### src/rtl/cnt_pkg.sv
// Shared definitions for the counter family (cnt_down, tick_gen and the
// up-counter tops).
//   - state_t and the IDLE / RUN / PAUSED state codes
//   - CNT_W, DIV_W : default widths of the count value and the prescaler
package cnt_pkg;

  localparam int CNT_W = 6;
  localparam int DIV_W = 32;

  typedef logic [1:0] state_t;

  localparam state_t IDLE   = 2'd0;
  localparam state_t RUN    = 2'd1;
  localparam state_t PAUSED = 2'd2;

endpackage : cnt_pkg

### src/rtl/cnt_down_tick_gen.sv
// tick_gen: programmable prescaler producing one count tick every N enabled
// clock cycles, where N = max(num, 1).
// Ports:
//   clk  in          rising-edge clock
//   rst  in          synchronous active-high reset, clears the prescaler
//   clr  in          synchronous clear of the prescaler (wins over en)
//   en   in          advance the prescaler this cycle; hold when low
//   num  in  DIV_W   clk cycles per tick; 0 behaves like 1
//   tick out         high in the enabled cycle where the prescaler is at N-1
module tick_gen #(
  parameter int DIV_W = cnt_pkg::DIV_W
) (
  input  logic             clk,
  input  logic             rst,
  input  logic             clr,
  input  logic             en,
  input  logic [DIV_W-1:0] num,
  output logic             tick
);
  import cnt_pkg::*;

  logic [DIV_W-1:0] pre;
  logic [DIV_W-1:0] period;
  logic [DIV_W-1:0] last;

  // num = 0 is treated as a divide-by-one so the tick never stalls.
  assign period = (num == '0) ? DIV_W'(1) : num;
  assign last   = period - DIV_W'(1);

  // tick is decoded from the current prescaler value so the consumer acts on
  // the same edge at which the prescaler wraps back to 0.
  assign tick = en && (pre == last);

  // If num drops below the running prescaler value, pre simply keeps
  // counting up and wraps through 2^DIV_W before matching again.
  always_ff @(posedge clk) begin
    if (rst || clr) begin
      pre <= '0;
    end else if (en) begin
      pre <= tick ? '0 : pre + DIV_W'(1);
    end
  end

endmodule : tick_gen

### src/rtl/cnt_down.sv
// cnt_down: loadable countdown timer with run/pause control and optional
// auto-reload.
// Ports:
//   clk       in          rising-edge clock
//   rst       in          synchronous active-high reset
//   num       in  DIV_W   clk cycles per count tick (0 and 1: every cycle)
//   load      in          load load_val into count and reload registers
//   load_val  in  CNT_W   value to load
//   start     in          begin counting (IDLE) or resume (PAUSED)
//   pause     in          suspend counting (RUN only)
//   auto      in          on expiry, keep running and reload instead of stopping
//   out       out CNT_W   current count (registered)
//   running   out         high while in RUN (registered)
//   done      out         one-cycle pulse when the count reaches 0 (registered)
// Control priority at each edge: rst > load > pause > start.
module cnt_down #(
  parameter int CNT_W = cnt_pkg::CNT_W,
  parameter int DIV_W = cnt_pkg::DIV_W
) (
  input  logic             clk,
  input  logic             rst,
  input  logic [DIV_W-1:0] num,
  input  logic             load,
  input  logic [CNT_W-1:0] load_val,
  input  logic             start,
  input  logic             pause,
  input  logic             auto,
  output logic [CNT_W-1:0] out,
  output logic             running,
  output logic             done
);
  import cnt_pkg::*;

  state_t           state;
  state_t           state_nxt;
  logic [CNT_W-1:0] reload;
  logic [CNT_W-1:0] out_nxt;
  logic [CNT_W-1:0] reload_nxt;
  logic             done_nxt;
  logic             tick;
  logic             pre_clr;
  logic             pre_en;
  logic             start_idle;

  // Next count value on a tick: 0 re-enters the reload value (auto mode),
  // anything else steps down by one. Never produces a wrap below 0.
  function automatic logic [CNT_W-1:0] count_step(
    input logic [CNT_W-1:0] cur,
    input logic [CNT_W-1:0] rel
  );
    if (cur == '0) begin
      return rel;
    end
    return cur - CNT_W'(1);
  endfunction

  // A start from IDLE only counts when there is something to count down and
  // pause is not competing for the same edge.
  assign start_idle = (state == IDLE) && !pause && start && (out != '0);

  // The prescaler restarts on every load and on a fresh start; a resume from
  // PAUSED deliberately keeps it so the partial period carries over.
  assign pre_clr = load || start_idle;

  // Pause and load both freeze the prescaler on the edge they are sampled,
  // which keeps a pause of P cycles shifting later events by exactly P.
  assign pre_en  = (state == RUN) && !load && !pause;

  tick_gen #(
    .DIV_W (DIV_W)
  ) u_tick_gen (
    .clk  (clk),
    .rst  (rst),
    .clr  (pre_clr),
    .en   (pre_en),
    .num  (num),
    .tick (tick)
  );

  // State register
  always_ff @(posedge clk) begin
    if (rst) begin
      state <= IDLE;
    end else begin
      state <= state_nxt;
    end
  end

  // Next-state logic
  always_comb begin
    state_nxt = state;
    if (load) begin
      state_nxt = IDLE;
    end else begin
      case (state)
        IDLE: begin
          if (start_idle) begin
            state_nxt = RUN;
          end
        end
        RUN: begin
          if (pause) begin
            state_nxt = PAUSED;
          end else if (tick && (out == CNT_W'(1)) && !auto) begin
            state_nxt = IDLE;
          end
        end
        PAUSED: begin
          if (!pause && start) begin
            state_nxt = RUN;
          end
        end
        default: state_nxt = IDLE;
      endcase
    end
  end

  // Output / datapath next values
  always_comb begin
    out_nxt    = out;
    reload_nxt = reload;
    done_nxt   = 1'b0;
    if (load) begin
      out_nxt    = load_val;
      reload_nxt = load_val;
    end else if (tick) begin
      // tick is only ever high in RUN with no pause or load competing.
      out_nxt  = count_step(out, reload);
      done_nxt = (out == CNT_W'(1));
    end
  end

  // Registered outputs; running follows the state being entered so it
  // changes on the same edge as the transition.
  always_ff @(posedge clk) begin
    if (rst) begin
      out     <= '0;
      reload  <= '0;
      done    <= 1'b0;
      running <= 1'b0;
    end else begin
      out     <= out_nxt;
      reload  <= reload_nxt;
      done    <= done_nxt;
      running <= (state_nxt == RUN);
    end
  end

endmodule : cnt_down

### config.mk
export PLATFORM = sky130hd
export DESIGN_NAME = cnt_down
export DESIGN_NICKNAME = d
export VERILOG_FILES = /design/src/rtl/cnt_pkg.sv /design/src/rtl/cnt_down_tick_gen.sv /design/src/rtl/cnt_down.sv
export SDC_FILE = /design/constraint.sdc
export NUM_CORES = 1
export LEC_CHECK = 0
export ABC_AREA = 0
export ABC_CLOCK_PERIOD_IN_PS = 3500
export BUFFER_PORTS_ARGS = -buffer_cell sky130_fd_sc_hd__clkbuf_2
export CAP_MARGIN = 5
export CELL_PAD_IN_SITES_DETAIL_PLACEMENT = 0
export CELL_PAD_IN_SITES_GLOBAL_PLACEMENT = 2
export CORE_AREA = 3 3 111 113
export DETAILED_ROUTE_END_ITERATION = 10
export DIE_AREA = 0 0 114 116
export PLACE_DENSITY_LB_ADDON = 0.1
export RECOVER_POWER = 25
export SYNTH_ARGS = -nofsm -noshare
export SYNTH_HDL_FRONTEND = slang
export SYNTH_SLANG_ARGS = --single-unit
### constraint.sdc
create_clock -name clk -period 3.5 [get_ports clk]
set_clock_uncertainty 0.05 [all_clocks]
set_input_delay 0 -clock clk [delete_from_list [all_inputs] [get_ports clk]]
set_output_delay 0 -clock clk [all_outputs]
set_load 0.05 [all_outputs]
== After elaboration in Yosys (flattened, before gate mapping) ==
Index checks and enable logic that the tools add are counted.

* Bits of input ports: 44
* Output and inout port bits: 8
* Register bits: 48

* Reductions and logical operators: 20
* Multiplexer cells: 15
* Bitwise operators: 1
* Add/sub/neg operators: 3
* Eq/ne operators: 5

{| class="wikitable"
|+ Operators by type and width
! cell !! number
|-
| 32-bit two-way mux || 2
|-
| 32-bit by 1-bit adder with 32-bit output (second input constant) || 1
|-
| 32-bit == test || 1
|-
| 32-bit zero test || 1
|-
| 32-bit by 1-bit subtractor with 32-bit output (second input constant) || 1
|-
| 6-bit two-way mux || 4
|-
| 2-bit two-way mux || 5
|-
| 1-bit logical AND || 9
|-
| 6-bit by 1-bit == test with 1-bit output (second input constant) || 1
|-
| 6-bit zero test || 1
|-
| 2-bit case mux with 3 select lines || 1
|-
| 6-bit nonzero test || 1
|-
| 6-bit by 1-bit subtractor with 6-bit output (second input constant) || 1
|-
| 2-bit by 1-bit == test with 1-bit output (second input constant) || 2
|-
| 1-bit zero test || 3
|-
| 1-bit two-way mux || 3
|-
| 3-bit OR reduction || 1
|-
| 2-bit == test (second input constant) || 1
|-
| 2-bit zero test || 1
|-
| 1-bit logical OR || 2
|-
| 2-bit nonzero test || 1
|-
| 1-bit NOT || 1
|}

== Depth between registers and ports, before layout ==
* Depth in word-level cells: 12
* Depth in mapped cells: 15
* Depth with buffers taken out: 14

== Modules after synthesis ==
From an unflattened synthesis, not the netlist that was laid out.

* Cell total of the unflattened synthesis: 453
* Area, all modules: 3917.5 µm²

{| class="wikitable"
|+ By module, submodules not included
! module !! area an instance (µm²) !! instances !! seq. area each (µm²) !! cells an instance
|-
| tick_gen || 2920.3 || 1 || 640.6 || 344
|-
| cnt_down || 997.2 || 1 || 320.3 || 109
|}

== Least setup slack after synthesis ==
OpenSTA, ideal clock, no wires.

* Kind: input port to flip-flop
* Start point: in num[2]
* End point: reg out[2]
* Required time: 3313 ps
* Stages: 14
* Arrival time: 3472 ps
* Slack: -159 ps
* Buffers on the path: 1
* Path through: clkbuf_1 > or4_1 > nor4_1 > nor2_1 > ha_1 > or4b_1 > nor4_4 > nand2_2 > or4_4 > a2111oi_4 > nand4_2 > nor3_4 > mux2i_1 > a211oi_1

* Word-level cells in the longest chain between the ends: 6

{| class="wikitable"
|+ Ends and longest elaborated chain
! item !! RTL line !! RTL
|-
| start, declared || cnt_down.sv:22 || <nowiki>input logic [DIV_W-1:0] num,</nowiki>
|-
| 32-bit zero test || cnt_down_tick_gen.sv:27 || <nowiki>assign period = (num == '0) ? DIV_W'(1) : num;</nowiki>
|-
| 32-bit two-way mux * || cnt_down_tick_gen.sv:27 ||
|-
| 32-bit by 1-bit subtractor with 32-bit output * || cnt_down_tick_gen.sv:28 || <nowiki>assign last = period - DIV_W'(1);</nowiki>
|-
| 32-bit == test * || cnt_down_tick_gen.sv:32 || <nowiki>assign tick = en && (pre == last);</nowiki>
|-
| 1-bit logical AND * || cnt_down_tick_gen.sv:32 ||
|-
| 2-bit nonzero test (no line) * || -- ||
|-
| end signal, assigned || cnt_down.sv:142 || <nowiki>out <= out_nxt;</nowiki>
|-
| end, declared || cnt_down.sv:28 || <nowiki>output logic [CNT_W-1:0] out,</nowiki>
|}

Every way passes the cells marked *; elsewhere a longest branch is shown, timed or not.
A chain may end at the register's enable or synchronous reset.

== Worst setup path after layout ==
* Start point: in num[9]
* End point: reg out[1]

The elaborated chain is that of the path after synthesis.

==> results.yml <==
run_status:
  status: "finished with violations"
  violations: "negative hold slack"
timing:
  fin_hold_ws_ps: -0.781
  period_needed_ps: 3180
  relSlewSlack: 0.464
  rsz0062_at_grt: "no"
  setup_viol: 0
  tightest_slew_ps: 796
  slew_viol_final: 0
  min_period_over_period: 0.909
  fmax_mhz: 314
  hold_viol: 1
route:
  drc_errors: 0
  drt_wl_total_mm: 10.3
  via_per_inst: 4.96
  antenna_left: 0
  drtIter0Drc: 130
  first_pass_iters: 4
  vias: 3422
  wl_per_cell_um: 14.9
floorplan:
  die-area_um2: 13200
  die_w_um: 114
  num_rows: 39
  io_pins: 52
  initial_core_util: 0.299
  core-area_um2: 11400
  die-height_um: 116
layout:
  mostFrequentLayoutCells: "nor2_1, buf_4, dfxtp_1, xnor2_1, clkbuf_2"
  areaGrowthSynthToFinish_pct: 34.8
  diodes: 0
  multi_input_area_um2: 2440
  finalNetCount: 595
  seq_area_um2: 961
  layout.cells.non_filler: 690
  nFillCells: 1244
  final_util: 0.403
  drive_gt1_frac: 0.243
  layout_commonest_cell: "nor2_1"
pwr:
  intPower_w: 0.000960
  p_switching_w: 0.000383
  combinationalPowerShare: 0.196
  power.share.clock: 0.382
  finalPower_w: 0.00134
  ir_drop_v: 0.000209
  p_leak_nw: 1.72
  power.density_nw_per_um2: 292
  swShare: 0.285
  seqPwrFrac: 0.422
yosys:
  synth_edf_count: 0
  synth_cell_types: 57
  seq_area_frac_synth: 0.282
  netlist_area_um2: 3410
  yosys.area.top_type_share: 0.282
  synthArstFlopShare: 0
  ys_warn_count: 0
  syn_nets: 479
  syn_inst: 430
  synth_area_leaders: "dfxtp_1, xnor2_1, xor2_1"
  synth_seq_cells: 48
  ys.flop_type: "dfxtp_1"
  synth.largest_area_cell: "dfxtp_1"
  syn_avg_cell_area_um2: 7.93
placed_design:
  port_buffers: 51
  place_congestion: 0.828
  dpl.cell_count: 674
  hpwl_mm: 8.30
global_route:
  grt_max_degree: 16
  met1_usage: 0.213
  track_usage: 0.162
  grt_pass1_vias: 3279
  met3_usage: 0.0329
  use_met2: 0.255
  grt_overflow: 0
  grt-busiest-layer: "met2"
  grt_pass1_wl_mm: 16.6
  antenna_found_initial: 0
critical_path:
  crit_type: "primary input to flop"
  path_buf_inv: 2
  critical_path.top_delay_family: "simple AND/OR/NAND/NOR gates"
  r2r_end: "u_tick_gen.pre[14]"
  reg2regPathDepth: 11
  cpPeakStageDelay_ps: 550
  path_cells: "clkbuf_2, nor4_2, nand4b_1, nor4_2, nor2_1, ha_2, or4b_4, nor4_4, nand2_2, or4_4, a2111oi_4, nand4_2, nor3_4, buf_12, mux2i_1, a211oi_1"
  worstPathRequired_ps: 3630
  r2r_setup_slack_ps: 710
  r2r-start: "state[0]"
  crit_top_cell: "nor4_2"
  cp-start-kind: "primary input"
  crit_path_max_fanout: 10
  cp.arrival_ps: 3310
  crit_slowest_cell: "or4_4"
  cp_num_cells: 16
  worst_setup_path_end_kind: "flop"
cts:
  numCtsBuffers: 5
  cts_root_buf: "clkbuf_16"
  postCtsSetupRepairBufs: 0
  cts.sink_count: 48
  cts_tree: "built"
  cts_htree_levels: 2
  path_clk_slew_ps: 70
  clk_latency_ps: 310
  clockBufferDepth: 2
min_path:
  holdCritStartpoint: "auto"
  hold_class: "primary input to flop"
  min_to: "state[0]"
  min_path_cells: 3
flow_run:
  cap_violations: 0
-- registers in the layout, summed over array words and instances, names as in the netlist --
name	flops
u_tick_gen.pre	32
done	1
state	2
reload	6
out	6
running	1
-- Yosys cell counts, drive strengths merged, types with 3 or more instances --
| master | count |
|---|---|
| nand2 | 35 |
| xor2 | 35 |
| nor3 | 21 |
| xnor2 | 40 |
| nand2b | 5 |
| o21ai | 7 |
| a2111oi | 3 |
| inv | 11 |
| a31oi | 4 |
| nand4b | 4 |
| nor4 | 13 |
| nand4 | 14 |
| or4 | 6 |
| a21oi | 9 |
| dfxtp | 48 |
| a211oi | 4 |
| nand3 | 12 |
| mux2i | 16 |
| nand3b | 3 |
| nor4b | 4 |
| clkbuf | 12 |
| nor2 | 79 |
| ha | 5 |
| and3 | 4 |
-- worst reg2reg max path, stage by stage (launching register included) --
cell and delay [ps]:
dfxtp_1 370, nor3b_1 310, nand2_1 180, a2111oi_1 410
buf_4 180, nand2_1 50, nor4_1 360, nand4_1 150
nor3_1 190, or2_2 220, buf_12 160, nor2_1 60
-- routing by layer --
| layer | part of all wire | vias to the layer above |
|---|---|---|
| met3 | 0.041 | 21 |
| met5 | 0 | - |
| met2 | 0.45 | 60 |
| li1 | - | 1761 |
| met4 | 0.025 | 0 |
| met1 | 0.48 | 1580 |
-- what timing repair did --
action                                  in CTS  in global routing
endpoints found under the setup margin       0                 40
hold buffers                                 8                  0
gates resized for setup                      0                  5
hold endpoints to repair                    13                  0
-- stage by stage --
step                      setup slack, ps  setup TNS, ps  area [um^2]
final                                 319              0         4600
after global routing                 15.6              0         4600
after CTS                             123              0         4590
after detailed placement             -197          -3980         4360
after global placement               -132          -2510         4360
after floorplan                     -35.8           -140         3480
-- cell type report --
class,count,share of cell area
Clock buffer,6,0.0302
Clock inverter,2,0.00299
Inverter,11,0.00898
Multi-Input combinational cell,358,0.530
Sequential cell,48,0.209
Tap cell,143,0.0389
Timing Repair Buffer,122,0.180
-- power by group through the flow --
stage | clock, W | combinational, W | sequential, W
after floorplan | 0 | 0.000118 | 0.000594
after global placement | 0 | 0.000257 | 0.000579
after detailed placement | 0 | 0.000257 | 0.000579
after CTS | 0.000538 | 0.000265 | 0.000566
after global routing | 0.000551 | 0.000290 | 0.000568
final | 0.000513 | 0.000263 | 0.000566
-- worst max-delay path by stage --
stage	startpoint	end	slack, ps
floorplan	num[20]	out[3]	-40
finish	num[9]	out[1]	320
global route	num[11]	out[1]	20
global placement	num[27]	out[1]	-130
CTS	num[9]	out[2]	120
detailed placement	num[9]	out[2]	-200
-- cells by family after synthesis --
group	share of synthesized area
AO/OA/AOI/OAI	0.0983
XOR/XNOR	0.193
adder cells (fa/ha/maj)	0.0183
buffers and inverters	0.0268
flip-flops	0.282
multiplexers	0.0502
AND/OR/NAND/NOR	0.332
Power figures use the tool's default switching activity.
